==> config.mk <==
export PLATFORM = sky130hd
export DESIGN_NAME = reg_wb_arbiter_flat
export DESIGN_NICKNAME = d
export VERILOG_FILES = /design/src/rtl/reg_wb_arbiter_if.sv /design/src/rtl/reg_wb_arbiter.sv /design/src/flat_wrapper.sv
export SDC_FILE = /design/constraint.sdc
export NUM_CORES = 1
export LEC_CHECK = 0
export CAP_MARGIN = 5
export CORE_MARGIN = 8
export CORE_UTILIZATION = 39
export DETAILED_ROUTE_END_ITERATION = 10
export PLACE_DENSITY_LB_ADDON = 0.15
export SETUP_SLACK_MARGIN = 0.5
export SYNTH_ARGS = -nofsm -noshare
export SYNTH_HDL_FRONTEND = slang
export SYNTH_SLANG_ARGS = --single-unit
==> constraint.sdc <==
create_clock -name clk -period 3.3 [get_ports clk]
set_input_delay 0.33 -clock clk [delete_from_list [all_inputs] [get_ports clk]]
set_output_delay 0.33 -clock clk [all_outputs]
set_load 0.005 [all_outputs]
==> src/rtl/reg_wb_arbiter_if.sv <==
// Writeback requester handshake plus register-file write port, shared by arbiter and sources.
// slave = arbiter side, master = requester/register-file side.
interface reg_wb_arbiter_if #(
    parameter int NREQ = 3,
    parameter int AW   = 5,
    parameter int DW   = 32
);
    logic [NREQ-1:0]    i_req_vld;
    logic [NREQ*AW-1:0] i_req_addr;
    logic [NREQ*DW-1:0] i_req_dat;
    logic [NREQ-1:0]    o_req_rdy;
    logic               o_wr_en;
    logic [AW-1:0]      o_wr_addr;
    logic [DW-1:0]      o_wr_dat;

    modport slave (
        input  i_req_vld, i_req_addr, i_req_dat,
        output o_req_rdy, o_wr_en, o_wr_addr, o_wr_dat
    );

    modport master (
        output i_req_vld, i_req_addr, i_req_dat,
        input  o_req_rdy, o_wr_en, o_wr_addr, o_wr_dat
    );
endinterface

==> src/rtl/reg_wb_arbiter.sv <==
// Round-robin (fixed priority when REG_WB_ARBITER_FIXED_PRIO_EN is defined) writeback arbiter with x1..x31 clear sequencer.
// Write port registered: one cycle from handshake; rdy is combinational and held low while a clear runs.
module reg_wb_arbiter #(
    parameter int NREQ = 3,
    parameter int AW   = 5,
    parameter int DW   = 32
) (
    input  logic             clk,
    input  logic             rst_n,
    reg_wb_arbiter_if.slave  bus,
    input  logic             i_clr_start,
    output logic             o_clr_busy,
    output logic             o_clr_done
);
    localparam int PW = $clog2(NREQ);
    localparam int CW = 5;

    typedef enum logic [1:0] {
        ST_IDLE  = 2'd0,
        ST_CLEAR = 2'd1,
        ST_DONE  = 2'd2
    } state_t;

    state_t          state_q, state_d;
    logic [CW-1:0]   cnt_q, cnt_d;
    logic            wr_en_q, wr_en_d;
    logic [AW-1:0]   wr_addr_q, wr_addr_d;
    logic [DW-1:0]   wr_dat_q, wr_dat_d;
`ifndef REG_WB_ARBITER_FIXED_PRIO_EN
    logic [PW-1:0]   ptr_q, ptr_d;
    logic [PW-1:0]   cand;
`endif

    logic [NREQ-1:0] gnt;
    logic [PW-1:0]   win;
    logic            found;
    logic            xfer;
    logic [AW-1:0]   sel_addr;
    logic [DW-1:0]   sel_dat;

    // Grant depends only on valids, pointer and state, never on addr/data.
    always_comb begin
        gnt   = '0;
        win   = '0;
        found = 1'b0;
`ifdef REG_WB_ARBITER_FIXED_PRIO_EN
        for (int i = 0; i < NREQ; i++) begin
            if (!found && bus.i_req_vld[i]) begin
                found = 1'b1;
                win   = PW'(i);
            end
        end
`else
        cand = '0;
        for (int i = 1; i <= NREQ; i++) begin
            cand = PW'((int'(ptr_q) + i) % NREQ);
            if (!found && bus.i_req_vld[cand]) begin
                found = 1'b1;
                win   = cand;
            end
        end
`endif
        if (found && state_q == ST_IDLE) begin
            gnt[win] = 1'b1;
        end
    end

    assign xfer = |gnt;

    always_comb begin
        sel_addr = '0;
        sel_dat  = '0;
        for (int i = 0; i < NREQ; i++) begin
            if (win == PW'(i)) begin
                sel_addr = bus.i_req_addr[i*AW +: AW];
                sel_dat  = bus.i_req_dat[i*DW +: DW];
            end
        end
    end

    always_comb begin
        state_d   = state_q;
        cnt_d     = cnt_q;
        wr_en_d   = 1'b0;
        wr_addr_d = wr_addr_q;
        wr_dat_d  = wr_dat_q;
`ifndef REG_WB_ARBITER_FIXED_PRIO_EN
        ptr_d     = ptr_q;
`endif
        case (state_q)
            ST_IDLE: begin
                if (xfer) begin
                    wr_addr_d = sel_addr;
                    wr_dat_d  = sel_dat;
                    wr_en_d   = (sel_addr != '0);
`ifndef REG_WB_ARBITER_FIXED_PRIO_EN
                    ptr_d     = win;
`endif
                end
                // A grant taken in the same cycle still lands before the first clear write.
                if (i_clr_start) begin
                    state_d = ST_CLEAR;
                    cnt_d   = CW'(1);
                end
            end
            ST_CLEAR: begin
                wr_en_d   = 1'b1;
                wr_addr_d = AW'(cnt_q);
                wr_dat_d  = '0;
                cnt_d     = cnt_q + CW'(1);
                if (cnt_q == CW'(31)) begin
                    state_d = ST_DONE;
                end
            end
            ST_DONE: begin
                state_d = ST_IDLE;
            end
            default: begin
                state_d = ST_IDLE;
            end
        endcase
    end

    always_ff @(posedge clk or negedge rst_n) begin
        if (!rst_n) begin
            state_q   <= ST_IDLE;
            cnt_q     <= '0;
            wr_en_q   <= 1'b0;
            wr_addr_q <= '0;
            wr_dat_q  <= '0;
`ifndef REG_WB_ARBITER_FIXED_PRIO_EN
            ptr_q     <= PW'(NREQ - 1);
`endif
        end else begin
            state_q   <= state_d;
            cnt_q     <= cnt_d;
            wr_en_q   <= wr_en_d;
            wr_addr_q <= wr_addr_d;
            wr_dat_q  <= wr_dat_d;
`ifndef REG_WB_ARBITER_FIXED_PRIO_EN
            ptr_q     <= ptr_d;
`endif
        end
    end

    assign bus.o_req_rdy = gnt;
    assign bus.o_wr_en   = wr_en_q;
    assign bus.o_wr_addr = wr_addr_q;
    assign bus.o_wr_dat  = wr_dat_q;
    assign o_clr_busy    = (state_q != ST_IDLE);
    assign o_clr_done    = (state_q == ST_DONE);
endmodule
==> src/flat_wrapper.sv <==
// flat-port wrapper written by rule: the top's interface ports become plain ports
module reg_wb_arbiter_flat 
#(
    parameter int NREQ = 3,
    parameter int AW   = 5,
    parameter int DW   = 32
)
  (clk, rst_n, i_clr_start, o_clr_busy, o_clr_done, bus_i_req_vld, bus_i_req_addr, bus_i_req_dat, bus_o_req_rdy, bus_o_wr_en, bus_o_wr_addr, bus_o_wr_dat);
  reg_wb_arbiter_if #(.NREQ(NREQ), .AW(AW), .DW(DW)) bus_i ();
  input  logic clk;
  input  logic rst_n;
  input  logic i_clr_start;
  output logic o_clr_busy;
  output logic o_clr_done;
  input wire logic [$bits(bus_i.i_req_vld)-1:0] bus_i_req_vld;
  input wire logic [$bits(bus_i.i_req_addr)-1:0] bus_i_req_addr;
  input wire logic [$bits(bus_i.i_req_dat)-1:0] bus_i_req_dat;
  output wire logic [$bits(bus_i.o_req_rdy)-1:0] bus_o_req_rdy;
  output wire logic [$bits(bus_i.o_wr_en)-1:0] bus_o_wr_en;
  output wire logic [$bits(bus_i.o_wr_addr)-1:0] bus_o_wr_addr;
  output wire logic [$bits(bus_i.o_wr_dat)-1:0] bus_o_wr_dat;
  assign bus_i.i_req_vld = bus_i_req_vld;
  assign bus_i.i_req_addr = bus_i_req_addr;
  assign bus_i.i_req_dat = bus_i_req_dat;
  assign bus_o_req_rdy = bus_i.o_req_rdy;
  assign bus_o_wr_en = bus_i.o_wr_en;
  assign bus_o_wr_addr = bus_i.o_wr_addr;
  assign bus_o_wr_dat = bus_i.o_wr_dat;
  reg_wb_arbiter #(.NREQ(NREQ), .AW(AW), .DW(DW)) u_core (.clk(clk), .rst_n(rst_n), .bus(bus_i), .i_clr_start(i_clr_start), .o_clr_busy(o_clr_busy), .o_clr_done(o_clr_done));
endmodule
==> results of run 1 <==
stage by stage:
stage               hold WS [ps]  area, um2  total power, mW
finish                       218       4640             2.93
global route                 314       4640             3.17
CTS                          270       4630             2.95
detailed placement           491       4470             2.51
global placement             482       4470             2.48
floorplan                   34.4       2810             1.84
cell usage after synthesis, drive strengths merged (2+ instances only):
library cell | instances | area [um2]
a21oi | 2 | 10.0
o21bai | 4 | 30.0
o31ai | 7 | 52.6
or3 | 2 | 12.5
nand2b | 4 | 25.0
a221o | 2 | 20.0
buf | 10 | 65.1
and2 | 2 | 12.5
a21o | 4 | 30.0
a311oi | 28 | 245
nor2 | 44 | 165
ha | 5 | 62.6
o22ai | 10 | 62.6
mux2i | 3 | 30.0
nor2b | 3 | 18.8
a31o | 26 | 228
and3 | 2 | 12.5
a22o | 4 | 35.0
a41oi | 2 | 17.5
nand3 | 11 | 55.1
dfrtp | 46 | 1150
o211ai | 4 | 30.0
clkbuf | 18 | 67.6
nand2 | 65 | 249
inv | 4 | 15.0
where the power goes:
group	internal (mW)	total, mW	switching [mW]	leakage, nW
combinational	0.837	1.74	0.903	1.29
clock	0.149	0.334	0.185	0.0422
sequential	0.740	0.855	0.116	0.619
logic make-up after synthesis:
family | count (synthesis) | synth area share, %
AO/OA/AOI/OAI | 97 | 28.3
adder cells (fa/ha/maj) | 5 | 2.23
buffers and inverters | 32 | 5.26
flip-flops | 47 | 41.9
multiplexers | 4 | 1.47
AND/OR/NAND/NOR | 137 | 20.8
what timing repair did:
item,CTS,global route
resized for setup,9,2
setup buffers,8,0
pin swaps,3,0
setup endpoints to repair,3,2
layout make-up:
class,count,area (um2),area share [%]
Clock inverter,1,5.00,0.108
Inverter,4,15.0,0.324
Sequential cell,47,1180,25.4
Multi-Input combinational cell,243,1520,32.8
Tap cell,99,124,2.67
Timing Repair Buffer,176,1720,37.0
Clock buffer,7,76.3,1.65
worst max-delay path by stage:
stage	to	slack [ps]
2_1_floorplan	bus_o_req_rdy[0]	950
3_3_place_gp	bus_o_req_rdy[1]	510
3_5_place_dp	bus_o_req_rdy[1]	430
4_1_cts	bus_o_req_rdy[1]	540
5_1_grt	bus_o_req_rdy[1]	510
6_report	bus_o_req_rdy[1]	590
layout by cell type, fill, tap and decap left out, types with 2 or more instances in the layout:
master and instances:
a21o_1 4, a21oi_1 2, a221o_1 2, a22o_1 4, a311oi_1 28, a31o_1 9
a31o_2 17, and2_1 2, and3_1 2, buf_4 15, buf_6 2, clkbuf_1 2
clkbuf_8 5, clkdlybuf4s50_1 155, dfrtp_1 46, dlygate4sd2_1 3, ha_1 2, ha_2 2
inv_1 4, mux2i_1 3, nand2_1 63, nand2_2 2, nand2b_1 4, nand3_1 11
nor2_1 43, nor2b_1 3, o211ai_1 4, o21bai_1 3, o22ai_1 10, o31ai_1 7
or3_1 2
registers in the layout, indices dropped and copies added, names as in the netlist:
register and cells:
u_core.bus.o_wr_addr 5, u_core.bus.o_wr_dat 32, u_core.bus.o_wr_en 1, u_core.cnt_q 5
u_core.ptr_q 2, u_core.state_q 2
routing by layer:
layer	share of wire, %	vias up
met3	8.9	10
met1	42	1455
li1	-	1494
met4	1.0	0
met2	48	115
met5	0	-
==> metrics.md, run 1 <==
| Metric | Value |
|---|---|
| Final RePlAce weighted congestion | 0.803 |
| Root buffer cell | clkbuf_8 |
| WP buf/inv | 3 |
| Final slew viol count | 0 |
| CP Capture Type | output pin |
| Worst VDD drop | about 0.00029 V |
| CP max stage cell | or4b_4 |
| RSZ-0062 raised after global routing | false |
| Routed WL per cell | between 15 and 20 um |
| Htree depth | 2 |
| Final non-filler cell total | 577 |
| Hold buffer count at CTS | 0 |
| Pre-CTS setup slack | 434 ps |
| Met3 GRT Util | about 7.5% |
| Final Setup Violations | 0 |
| Maxcap violations | 0 |
| Setup crit start | u_core.ptr_q[1]$_DFFE_PN1P_ |
| GRT overflow | 0 |
| Die ar. | just over 10000 um2 |
| Antenna fix cells | 0 |
| M1 GR Usage | 20.6% |
| CTS tree | yes |
| Vias | 3074 |
| Slowest Stage Delay on Critical Path | 540 ps |
| PortBufs | 159 |
| Reg-to-reg endpoint | u_core.bus.o_wr_en$_DFF_PN0_ |
| PwrDens | 632 nW/um2 |
| Initial antenna violation count | 0 |
| Top_reg_cell synth | dfrtp_1 |
| Syn Inst Count | 322 |
| F_max | 369 MHz |
| Core Area | slightly above 7000 um2 |
| Asr flop ratio synth | 100% |
| Clk sink count | 47 |
| Iteration-0 DRC Markers | 97 |
| CP delay by family, top | simple AND/OR/NAND/NOR gates |
| GR peak layer | met2 |
| Finished Core Util | 65.3% |
| DR vias/cell | 5.33 |
| Final hold vios | 0 |
| Initial cell density of the core | 39.6% |
| Die H | 101 um |
| Largest net degree at the start of global routing | 48 |
| Seq cells post-synth | 47 |
| Fillers | 624 |
| Rows | 31 |
| Register clock-pin slew on the reported worst setup and hold paths | 80 ps |
| Post-Syn Area | 2810 um2 |
| CP required | 2970 ps |
| Gr usage total | 18.9% |
| Final worst-path setup slack | between 500 and 600 ps |
| Num ports | 160 |
| Global routing usage on met2 | 33.7% |
| Relative slew slack | 30.8% |
| Synth Area per Inst | roughly 8.7 um2 |
| Synth cell types | 40 |
| CP Cell Sequence | buf_4 -> ha_4 -> or4b_4 -> o211a_2 -> buf_6 -> nor2_2 -> dlygate4sd2_1 |
| Post-synth EDFFs | 0 |
| Routed Antenna Nets | 0 |
| Sequential fraction of the synthesis area | 41.9% |
| Worst Hold Class | input port to asynchronous set/reset pin |
| Critical Path AT | 2380 ps |
| Share of post-route cells with drive strength above 1 | 11.3% |
| Reg2Reg Setup Slack | 630 ps |
| Setup crit start kind | flop |
| Die width | 101 um |
| Final Net Count | 599 |
| Worst path depth | 7 |
| Total Wirelength | 9790 um |
| Synthesized net count | between 400 and 500 |
| Max clock buf depth | 2 |
| YS warnings | 0 |
| Final setup TNS | 0 ps |
| Tcrit/Tclk final | 82.2% |
| CTS Buf Count | 5 |
| Vias in the first global route | 3280 |
| Status | finished clean |
| Worst-Margin Slew | around 1000 ps |
| Global-route wire length before repair | 15600 um |
| Clk_lat worst skew | 290 ps |
| Reg2reg start | u_core.ptr_q[1]$_DFFE_PN1P_ |
| Inst Count DP | 561 |
| Area Growth Syn to Fin | 65.1% |
| Leakage | 1.95 nW |
| Reg2Reg Depth | 8 |
| DP Wirelength | roughly 7400 um |
| Min Tclk post-route | 2710 ps |
| Drt first pass iters | 4 |
| Number of remaining DRC errors | 0 |
| Clk_skew | around 7.0 ps |
| CP Class | flop to output pin |
| Worst-path fanout max | 19 |
Power figures use the tool's default switching activity.
==> inputs of run 2 (changes only) <==
CORE_UTILIZATION = 35   (was 39)
clock period = 2.2 ns   (was 3.3 ns; I/O delays follow)
==> run 2 against run 1 <==
Net effect: the flow now finishes with violations (negative setup slack); largest power group unchanged; first-iteration DRC count shrank 15%; via count grew 10%; register-to-register slack lost 1000 ps.
==> metrics.md, run 2 (synthesized netlist as in run 1, its figures left out) <==
| Metric | Value |
|---|---|
| Status | finished, violations left |
| Failing checks | negative setup slack |
| Sequential Power Share | 22.1% |
| Total Wirelength | 11500 um |
| Share of post-route cells with drive strength above 1 | 32.0% |
| Initial antenna violation count | 1 |
| Switching power share of the total | a little under 40% |
| Relative slew slack | 58.3% |
| Largest register FFs | 32 |
| Rows | 32 |
| Tcrit/Tclk final | 117% |
| Vias in the first global route | 3519 |
| Final hold vios | 0 |
| Num ports | between 150 and 200 |
| Logic pwr share | 67.2% |
| Finished layout cell area | roughly 5600 um2 |
| Final setup TNS | -9010 ps |
| Clk_lat worst skew | 310 ps |
| Clock power share | between 10% and 20% |
| DR vias/cell | ~5.4 |
| CP Capture Type | flop |
| Reg2reg start | u_core.ptr_q[1]$_DFFE_PN1P_ |
| Maxcap violations | 0 |
| Worst Hold Class | input port to asynchronous set/reset pin |
| Die ar. | roughly 11000 um2 |
| Most frequent cells in the layout | clkdlybuf4s50_1 (153), nand2_1 (58), dfrtp_1 (44) |
| Final RePlAce weighted congestion | between 0.8 and 0.9 |
| Inst Count DP | 588 |
| Initial cell density of the core | a little over a third |
| DP Wirelength | about 8000 um |
| Fin Hold WS | 442 ps |
| PortBufs | 159 |
| Die width | between 100 and 150 um |
| Final worst-path setup slack | -369 ps |
| Final slew viol count | 0 |
| Worst-path fanout max | 5 |
| CP max stage cell | dfstp_2 |
| Min Tclk post-route | about 2600 ps |
| Register clock-pin slew on the reported worst setup and hold paths | 90 ps |
| RSZ-0062 raised after global routing | true |
| GRT overflow | 0 |
| Final non-filler cell total | 625 |
| Sw Pwr | roughly 2.3 mW |
| Reg-to-reg endpoint | u_core.bus.o_wr_en$_DFF_PN0_ |
| Die H | 106 um |
| Core Area | 7770 um2 |
| Final Setup Violations | 43 |
| F_max | 389 MHz |
| Htree depth | 2 |
| Reg2Reg Setup Slack | -370 ps |
| Reg2Reg Depth | 8 |
| CTS Buf Count | 5 |
| Max clock buf depth | 2 |
| Worst-Margin Slew | 624 ps |
| PwrDens | 1040 nW/um2 |
| Setup crit start kind | flop |
| CTS tree | yes |
| Routed Antenna Nets | 0 |
| Iteration-0 DRC Markers | 82 |
| Placed cell areas | between 4000 and 5000 um2 |
| CP Cell Sequence | buf_6 -> ha_4 -> or4b_4 -> o211a_4 -> buf_6 -> or3_4 -> a311oi_2 -> a41oi_1 |
| CP required | 2380 ps |
| Area Growth Syn to Fin | 101% |
| CP Class | flop to flop |
| Routed WL per cell | 18.4 um |
| Setup crit start | u_core.ptr_q[1]$_DFFE_PN1P_ |
| Clk_skew | approximately 12 ps |
| Global-route wire length before repair | 17700 um |
| Number of remaining DRC errors | 0 |
| Cell-internal power | 3.55 mW |
| Slowest Stage Delay on Critical Path | roughly 560 ps |
| Gr usage total | about a fifth |
| Final Net Count | between 600 and 700 |
| Leakage | 2.36 nW |
| Drt first pass iters | 4 |
| Largest net degree at the start of global routing | 37 |
| Most common cell after layout, fill and taps aside | clkdlybuf4s50_1 |
| Worst VDD drop | between 0.0004 and 0.0005 V |
| Most frequent CP cell | buf_6 |
| Vias | 3382 |
| Root buffer cell | clkbuf_8 |
| Overall power | slightly below 6 mW |
| Critical Path AT | 2750 ps |
| Clk sink count | 47 |
==> run 2: changes by cell type in the layout (fill, tap and decap cells not counted), sizes merged <==
cell / delta
clkdlybuf4s50: -2
bufbuf: +1
bufinv: +1
diode: +1
dlygate4sd2: -3
dlygate4sd3: +1
clkinv: -1
buf: +45
dlymetal6s2s: +2
==> run 2: per-layer routing <==
layer	global-route usage (%)	vias to the layer above	part of all wire (%)
met4	5.53	0	1.2
met2	32.4	134	50
met5	0	-	0
met3	8.16	12	9.5
met1	22.0	1646	40
li1	-	1590	-
==> run 2: how the worst max path moves through the flow <==
| stage | end | slack [ps] | depth (start not counted) |
|---|---|---|---|
| CTS | u_core.bus.o_wr_en$_DFF_PN0_ | -320 | 9 |
| global placement | bus_o_req_rdy[2] | -200 | 8 |
| finish | u_core.bus.o_wr_en$_DFF_PN0_ | -370 | 8 |
| global route | u_core.bus.o_wr_addr[3]$_DFFE_PN0P_ | -440 | 10 |
| detailed placement | bus_o_req_rdy[2] | -270 | 8 |
| floorplan | u_core.bus.o_wr_en$_DFF_PN0_ | -50 | 8 |
==> run 2: layout make-up <==
type | instances | area (um2)
Timing Repair Buffer | 221 | 2310
Fill cell | 575 | 2120
Clock buffer | 6 | 72.6
Multi-Input combinational cell | 243 | 1910
Inverter | 4 | 15.0
Clock inverter | 1 | 30.0
Sequential cell | 47 | 1180
Antenna cell | 1 | 2.50
Tap cell | 102 | 128
==> run 2: worst max-delay path, delay by kind of cell (launching register included) <==
kind,cells,cell delay (ps)
flops,1,560
compound gates,3,580
buf+inv,2,220
simple gates,2,870
fa+ha+maj,1,200
==> run 2: repair_timing <==
item                                    CTS  global route
endpoints found under the setup margin   44            45
cloned                                    4             1
setup buffers                            17             6
resized for setup                        76            48
pin swaps                                21            22
hold buffers                              1             0
endpoints found under the hold margin    23             0
==> run 2: power groups by stage <==
stage	Combinational, mW	Clock (mW)	Sequential, mW
6_report	3.93	0.627	1.29
5_1_grt	4.21	0.672	1.33
4_1_cts	3.56	0.639	1.29
3_5_place_dp	2.83	0	1.29
3_3_place_gp	2.79	0	1.28
2_1_floorplan	1.60	0	1.29
==> run 2: through the flow <==
| stage | setup slack [ps] | util (%) |
|---|---|---|
| final | -369 | 72.6 |
| after global routing | -436 | 72.6 |
| after CTS | -321 | 69.2 |
| after detailed placement | -273 | 60.8 |
| after global placement | -204 | 60.8 |
| after floorplan | -51.9 | - |
==> inputs of run 3 (changes only) <==
GPL_TIMING_DRIVEN = 1   (was default)
SLEW_MARGIN = 10   (was default)
==> results of run 3 <==
Final layout, timing and power as in run 2 (identical DEF).
==> patch 1: new RTL, config.mk and constraints of run 1 <==
`AW` is set to 5 in 3 places; all go to 6.
--- a/src/rtl/reg_wb_arbiter_if.sv
+++ b/src/rtl/reg_wb_arbiter_if.sv
@@ -2,7 +2,7 @@
 // slave = arbiter side, master = requester/register-file side.
 interface reg_wb_arbiter_if #(
     parameter int NREQ = 3,
-    parameter int AW   = 5,
+    parameter int AW   = 6,
     parameter int DW   = 32
 );
     logic [NREQ-1:0]    i_req_vld;
--- a/src/rtl/reg_wb_arbiter.sv
+++ b/src/rtl/reg_wb_arbiter.sv
@@ -2,7 +2,7 @@
 // Write port registered: one cycle from handshake; rdy is combinational and held low while a clear runs.
 module reg_wb_arbiter #(
     parameter int NREQ = 3,
-    parameter int AW   = 5,
+    parameter int AW   = 6,
     parameter int DW   = 32
 ) (
     input  logic             clk,
--- a/src/flat_wrapper.sv
+++ b/src/flat_wrapper.sv
@@ -2,7 +2,7 @@
 module reg_wb_arbiter_flat 
 #(
     parameter int NREQ = 3,
-    parameter int AW   = 5,
+    parameter int AW   = 6,
     parameter int DW   = 32
 )
   (clk, rst_n, i_clr_start, o_clr_busy, o_clr_done, bus_i_req_vld, bus_i_req_addr, bus_i_req_dat, bus_o_req_rdy, bus_o_wr_en, bus_o_wr_addr, bus_o_wr_dat);
Interface: changed (resized bus_i_req_addr and bus_o_wr_addr); port bits go from 160 to 164. No check against the original RTL was run, so the function may have changed too.
==> patch 1 against run 1 <==
- register-to-register slack worse by 0.098 ns
- synthesized area up 0.80%
- total power down 1.0%
- routed wire length up 6.4%
- non-clock buffer count up 7
- global-route usage up 0.34 points
- via count up 2.9%
- worst setup slack worse by 0.056 ns
- sequential cell count up 1
- critical endpoint is now u_core.bus.o_wr_en
- cell area up 3.0%
- die area up 0.68%
- sequential power up 3.4%
- fmax down 2.0%
==> patch 1: results (changes against run 1) <==
run status completed (unchanged); top post-synthesis cells by count nand2_1, dfrtp_1, nor2_1 (unchanged); gpl congestion 0.8894 (was 0.8029); Slew HR 50.41% (was 30.77%); max reg flops 32 (unchanged); Lkg Pwr 0.002051 uW (was 0.001954 uW); first-pass GRT wire length 15710 um (was 15630 um); VDD IR-drop max 324.9 uV (was 288.1 uV); layout cells sized above 1 15.08% (was 11.30%); post-DR vias/cell 5.425 (was 5.328); largest net degree at the start of global routing 56 (was 48); Worst Clk Skew 0.004583 ns (was 0.006978 ns); CP Class reg -> reg (was reg -> out); initial antenna violation count 0 (unchanged); arrival time at the worst endpoint 2.93 ns (was 2.38 ns); routed via count 3163 (was 3074); Root Buffer clkbuf_8 (unchanged); register area share after synthesis 42.47% (was 41.92%); IO buf count 163 (was 159); DRT iter0 DRCs 150 (was 97); max incr delay on CP 0.59 ns (was 0.54 ns); DP Cell Count 565 (was 561); yosys warns 0 (unchanged); reg2reg setup slack 0.53 ns (was 0.63 ns); drt total wl 10420 um (was 9792 um); worst min path class in -> async (unchanged); Setup WS pre-CTS 0.6428 ns (was 0.4344 ns); Distinct cells, synth 43 (was 40); R2R depth 12 (was 8); top cell family by delay on the critical path compound AO/OA/AOI/OAI gates (was simple AND/OR/NAND/NOR gates); clock latency on the worst-skew pair 0.29 ns (about the same); total nets after synthesis 447 (was 444); crit-path max FO 6 (was 19); top_reg_cell synth dfrtp_1 (unchanged); P_sw 1152 uW (was 1203 uW); Worst Setup SP u_core.ptr_q[1] (unchanged); Layout fillers 604 (was 624); post-DP HPWL 7757 um (was 7377 um); nets 608 (was 599); Tot GR Track Use 19.28% (was 18.94%); clock-pin slew on the worst setup and hold paths roughly 0.090 ns; crit path max-delay cell type dfstp_2 (was or4b_4); ANT cells 0 (unchanged); Pins Over Slew Limit 0 (unchanged); Synth area leaders dfrtp_1, a311oi_1, a31o_2, nand2_1, nor2_1 (was dfrtp_1, a311oi_1, nand2_1, nor2_1, a31o_2); Min Clock Period, post-route 2.768 ns (was 2.712 ns)
-- patch 1: changes by cell type after synthesis, sizes merged, moves of 3 or more --
| cell | delta |
|---|---|
| clkbuf | -5 |
| buf | +6 |
| inv | +3 |
| a221oi | +3 |
| nand2 | -7 |
| o21ai | +3 |
| nand2b | -3 |
-- patch 1: worst min-delay path by stage --
stage	from	endpoint	slack [ns]	cells after the start
2_1_floorplan	rst_n	u_core.bus.o_wr_addr[0]	0.03	0
3_3_place_gp	rst_n	u_core.cnt_q[3]	0.36	1
3_5_place_dp	rst_n	u_core.cnt_q[3]	0.36	1
4_1_cts	rst_n	u_core.cnt_q[3]	0.02	1
5_1_grt	rst_n	u_core.bus.o_wr_addr[3]	0.06	1
6_report	rst_n	u_core.cnt_q[3]	0.02	1
-- patch 1: timing repair --
item | CTS | global route
setup endpoints to repair | 3 | 4
gates resized for setup | 4 | 17
hold buffers | 0 | 0
pin swaps | 3 | 9
setup buffers | 7 | 3
endpoints found under the hold margin | 0 | 0
-- patch 1: power groups by stage --
stage / combinational [uW] / sequential, uW / clock (uW)
after CTS: 1580 / 876 / 374
after detailed placement: 1550 / 887 / 0
final: 1650 / 884 / 362
after floorplan: 875 / 876 / 0
after global routing: 1800 / 907 / 397
after global placement: 1520 / 879 / 0
-- patch 1: area by class of cell --
type / instances / share of cell area (%)
clock buffer: 6 / 1.729
clock inverter: 2 / 0.2096
inverter: 7 / 0.5502
multi-input combinational: 238 / 32.12
sequential: 48 / 25.20
tap: 99 / 2.594
timing repair buffer: 183 / 37.59
-- patch 1: kinds of logic (layout without fill, tap and decap cells) --
family | count (synthesis) | in the layout | synth area share [%]
adders and majority gates | 5 | 5 | 2.209
DFF | 48 | 48 | 42.47
AOI/OAI and AO/OA | 103 | 103 | 29.78
and+or+nand+nor | 125 | 125 | 18.29
buffers and inverters | 36 | 198 | 5.436
muxes | 5 | 5 | 1.812
-- patch 1: stage by stage --
step                      area (um^2)  power [uW]
after floorplan                  2831        1751
after global placement           4543        2404
after detailed placement         4543        2433
after CTS                        4692        2834
after global routing             4776        3101
final                            4776        2899
-- patch 1: routing by layer --
layer | track usage [%] | wire [um] | vias to the layer above
li1 | - | - | 1512
met1 | 22.17 | 4109 | 1504
met2 | 32.34 | 5186 | 133
met3 | 7.835 | 948 | 14
met4 | 5.155 | 177 | 0
met5 | 0 | 0 | -
==> patch 2: new RTL, config.mk and constraints of run 1 <==
Without the edit above. Encoding of `state_t`: now one-hot (3 bits for 3 states).
--- a/src/rtl/reg_wb_arbiter.sv
+++ b/src/rtl/reg_wb_arbiter.sv
@@ -15,10 +15,10 @@
     localparam int PW = $clog2(NREQ);
     localparam int CW = 5;
 
-    typedef enum logic [1:0] {
-        ST_IDLE  = 2'd0,
-        ST_CLEAR = 2'd1,
-        ST_DONE  = 2'd2
+    typedef enum logic [2:0] {
+        ST_IDLE  = 3'b001,
+        ST_CLEAR = 3'b010,
+        ST_DONE  = 3'b100
     } state_t;
 
     state_t          state_q, state_d;
Check against the original RTL: no difference found for any inputs over 4 cycles, from zero or initial values and one cycle with rst_n low; so few cycles prove little.
==> patch 2 against run 1 <==
- cell area increased by 3.3%
- sequential cell count increased by 1
- cell count decreased by 5.7%
- combinational power increased by 75%
- register-to-register slack improved by 0.02 ns
- largest power group unchanged
- first-iteration DRC count increased by 42%
- synthesized area increased by 3.8%
- worst setup slack improved by 0.047 ns
- sequential power increased by 25%
- total power increased by 56%
- via count decreased by 6.9%
- routed wire length decreased by 4.0%
==> patch 2: results (changes against run 1) <==
layout cells sized above 1 16.18% (was 11.30%); Distinct cells, synth 38 (was 40); gpl congestion 0.7202 (was 0.8029); post-DP HPWL 7096 um (was 7377 um); DP Area 4566 um^2 (was 4466 um^2); xor/xnor share of the synthesized area 0% (unchanged); Setup WS pre-CTS 0.4635 ns (was 0.4344 ns); Seq. pwr 1070 uW (was 855 uW); Worst Clk Skew 0.008980 ns (was 0.006978 ns); Routed WL per cell 17.29 um (was 16.97 um); Layout fillers 589 (was 624); multiplexer share of the synthesized area 14.07% (was 1.470%); synthesized instance count 292 (was 322); VDD IR-drop max 575.8 uV (was 288.1 uV); arrival time at the worst endpoint 2.33 ns (was 2.38 ns); post-DR vias/cell 5.259 (was 5.328); total nets after synthesis 414 (was 444); initial cell density of the core 40.21% (was 39.57%); drt total wl 9405 um (was 9792 um); P&R area growth vs syn 64.35% (was 65.12%); DP Cell Count 530 (was 561); vias in the first global route 2968 (was 3280); Tot GR Track Use 17.74% (was 18.94%); DRT iter0 DRCs 138 (was 97); clock-pin slew on the worst setup and hold paths 0.09 ns; ANT cells 0 (unchanged); Power Internal 2828 uW (was 1726 uW); Power Density 955.7 nW/um^2 (was 631.6 nW/um^2); top post-synthesis cells by count dfrtp_1, nor2_1, mux2i_1 (was nand2_1, dfrtp_1, nor2_1); largest net degree at the start of global routing 51 (was 48); Lkg Pwr 0.002114 uW (was 0.001954 uW); max reg flops 32 (unchanged); CTS buffer count 5 (unchanged); worst min path class in -> async (unchanged); Post-Synth Adder-Cell Area 2.145% (was 2.227%); initial antenna violation count 0 (unchanged); clock latency on the worst-skew pair 0.31 ns (was 0.29 ns); yosys warns 0 (unchanged); Comb power frac 66.5% (was 59.4%); Synth Area in Compound Gates 26.00% (was 28.33%); htree depth 2 (unchanged); register area share after synthesis 41.27% (was 41.92%); first-pass detailed-route iteration total 4 (unchanged); run status completed (unchanged); nets 566 (was 599); CTS Buffer Depth 2 (unchanged); Synth area leaders dfrtp_1, mux2i_1, a31o_2, a211oi_1, nor2_1 (was dfrtp_1, a311oi_1, nand2_1, nor2_1, a31o_2); Root Buffer clkbuf_8 (unchanged); first-pass GRT wire length 14630 um (was 15630 um); Slew HR 30.63% (was 30.77%); crit-path max FO 7 (was 19)
## patch 2: cell count changes after synthesis, sizes merged, moves of 7 or more
cell,run 1,this run
a211oi,0,33
a311oi,28,0
a31o,26,33
mux2i,3,41
nand2,65,5
nand3,11,1
o22ai,10,0
## patch 2: final cells by class
type / instances / share of cell area (%)
clock buffers: 7 / 2.010
clock inverters: 1 / 0.6265
inverters: 6 / 0.5221
multi-input cells: 211 / 33.67
flip-flops and latches: 48 / 25.11
well taps: 99 / 2.584
repair buffers: 172 / 35.47
## patch 2: layer usage
layer	up-vias	routed length [um]	GRT usage, %
met2	93	4841	31.02
li1	1396	-	-
met3	7	865	7.561
met4	0	82	4.176
met1	1365	3616	19.33
met5	-	0	0
## patch 2: worst paths after layout
path | end | slack (ns) | depth (start not counted) | from
max in group asynchronous | u_core.bus.o_wr_dat[12] | 2.45 | 1 | rst_n
min in group clk | u_core.state_q[1] | 0.48 | 1 | u_core.state_q[2]
max | bus_o_req_rdy[2] | 0.64 | 10 | u_core.ptr_q[1]
min reg2reg | u_core.state_q[1] | 0.48 | 1 | u_core.state_q[2]
min | u_core.bus.o_wr_dat[24] | 0.21 | 1 | rst_n
max reg2reg | u_core.bus.o_wr_addr[0] | 0.65 | 10 | u_core.ptr_q[1]
## patch 2: critical path, stage by stage, from the launching register on
cell	delay, ns
dfstp_2	0.56
inv_1	0.07
ha_2	0.20
nand2b_1	0.16
a21oi_2	0.15
a31oi_2	0.05
a31o_2	0.31
inv_4	0.10
nand2_1	0.08
nor2_1	0.10
dlygate4sd2_1	0.25
## patch 2: repair_timing
item                                    CTS  global route
buffers inserted                          3             3
pin swaps                                 4             5
hold buffers                              0             0
endpoints found under the setup margin    3             4
gates resized for setup                  13             8
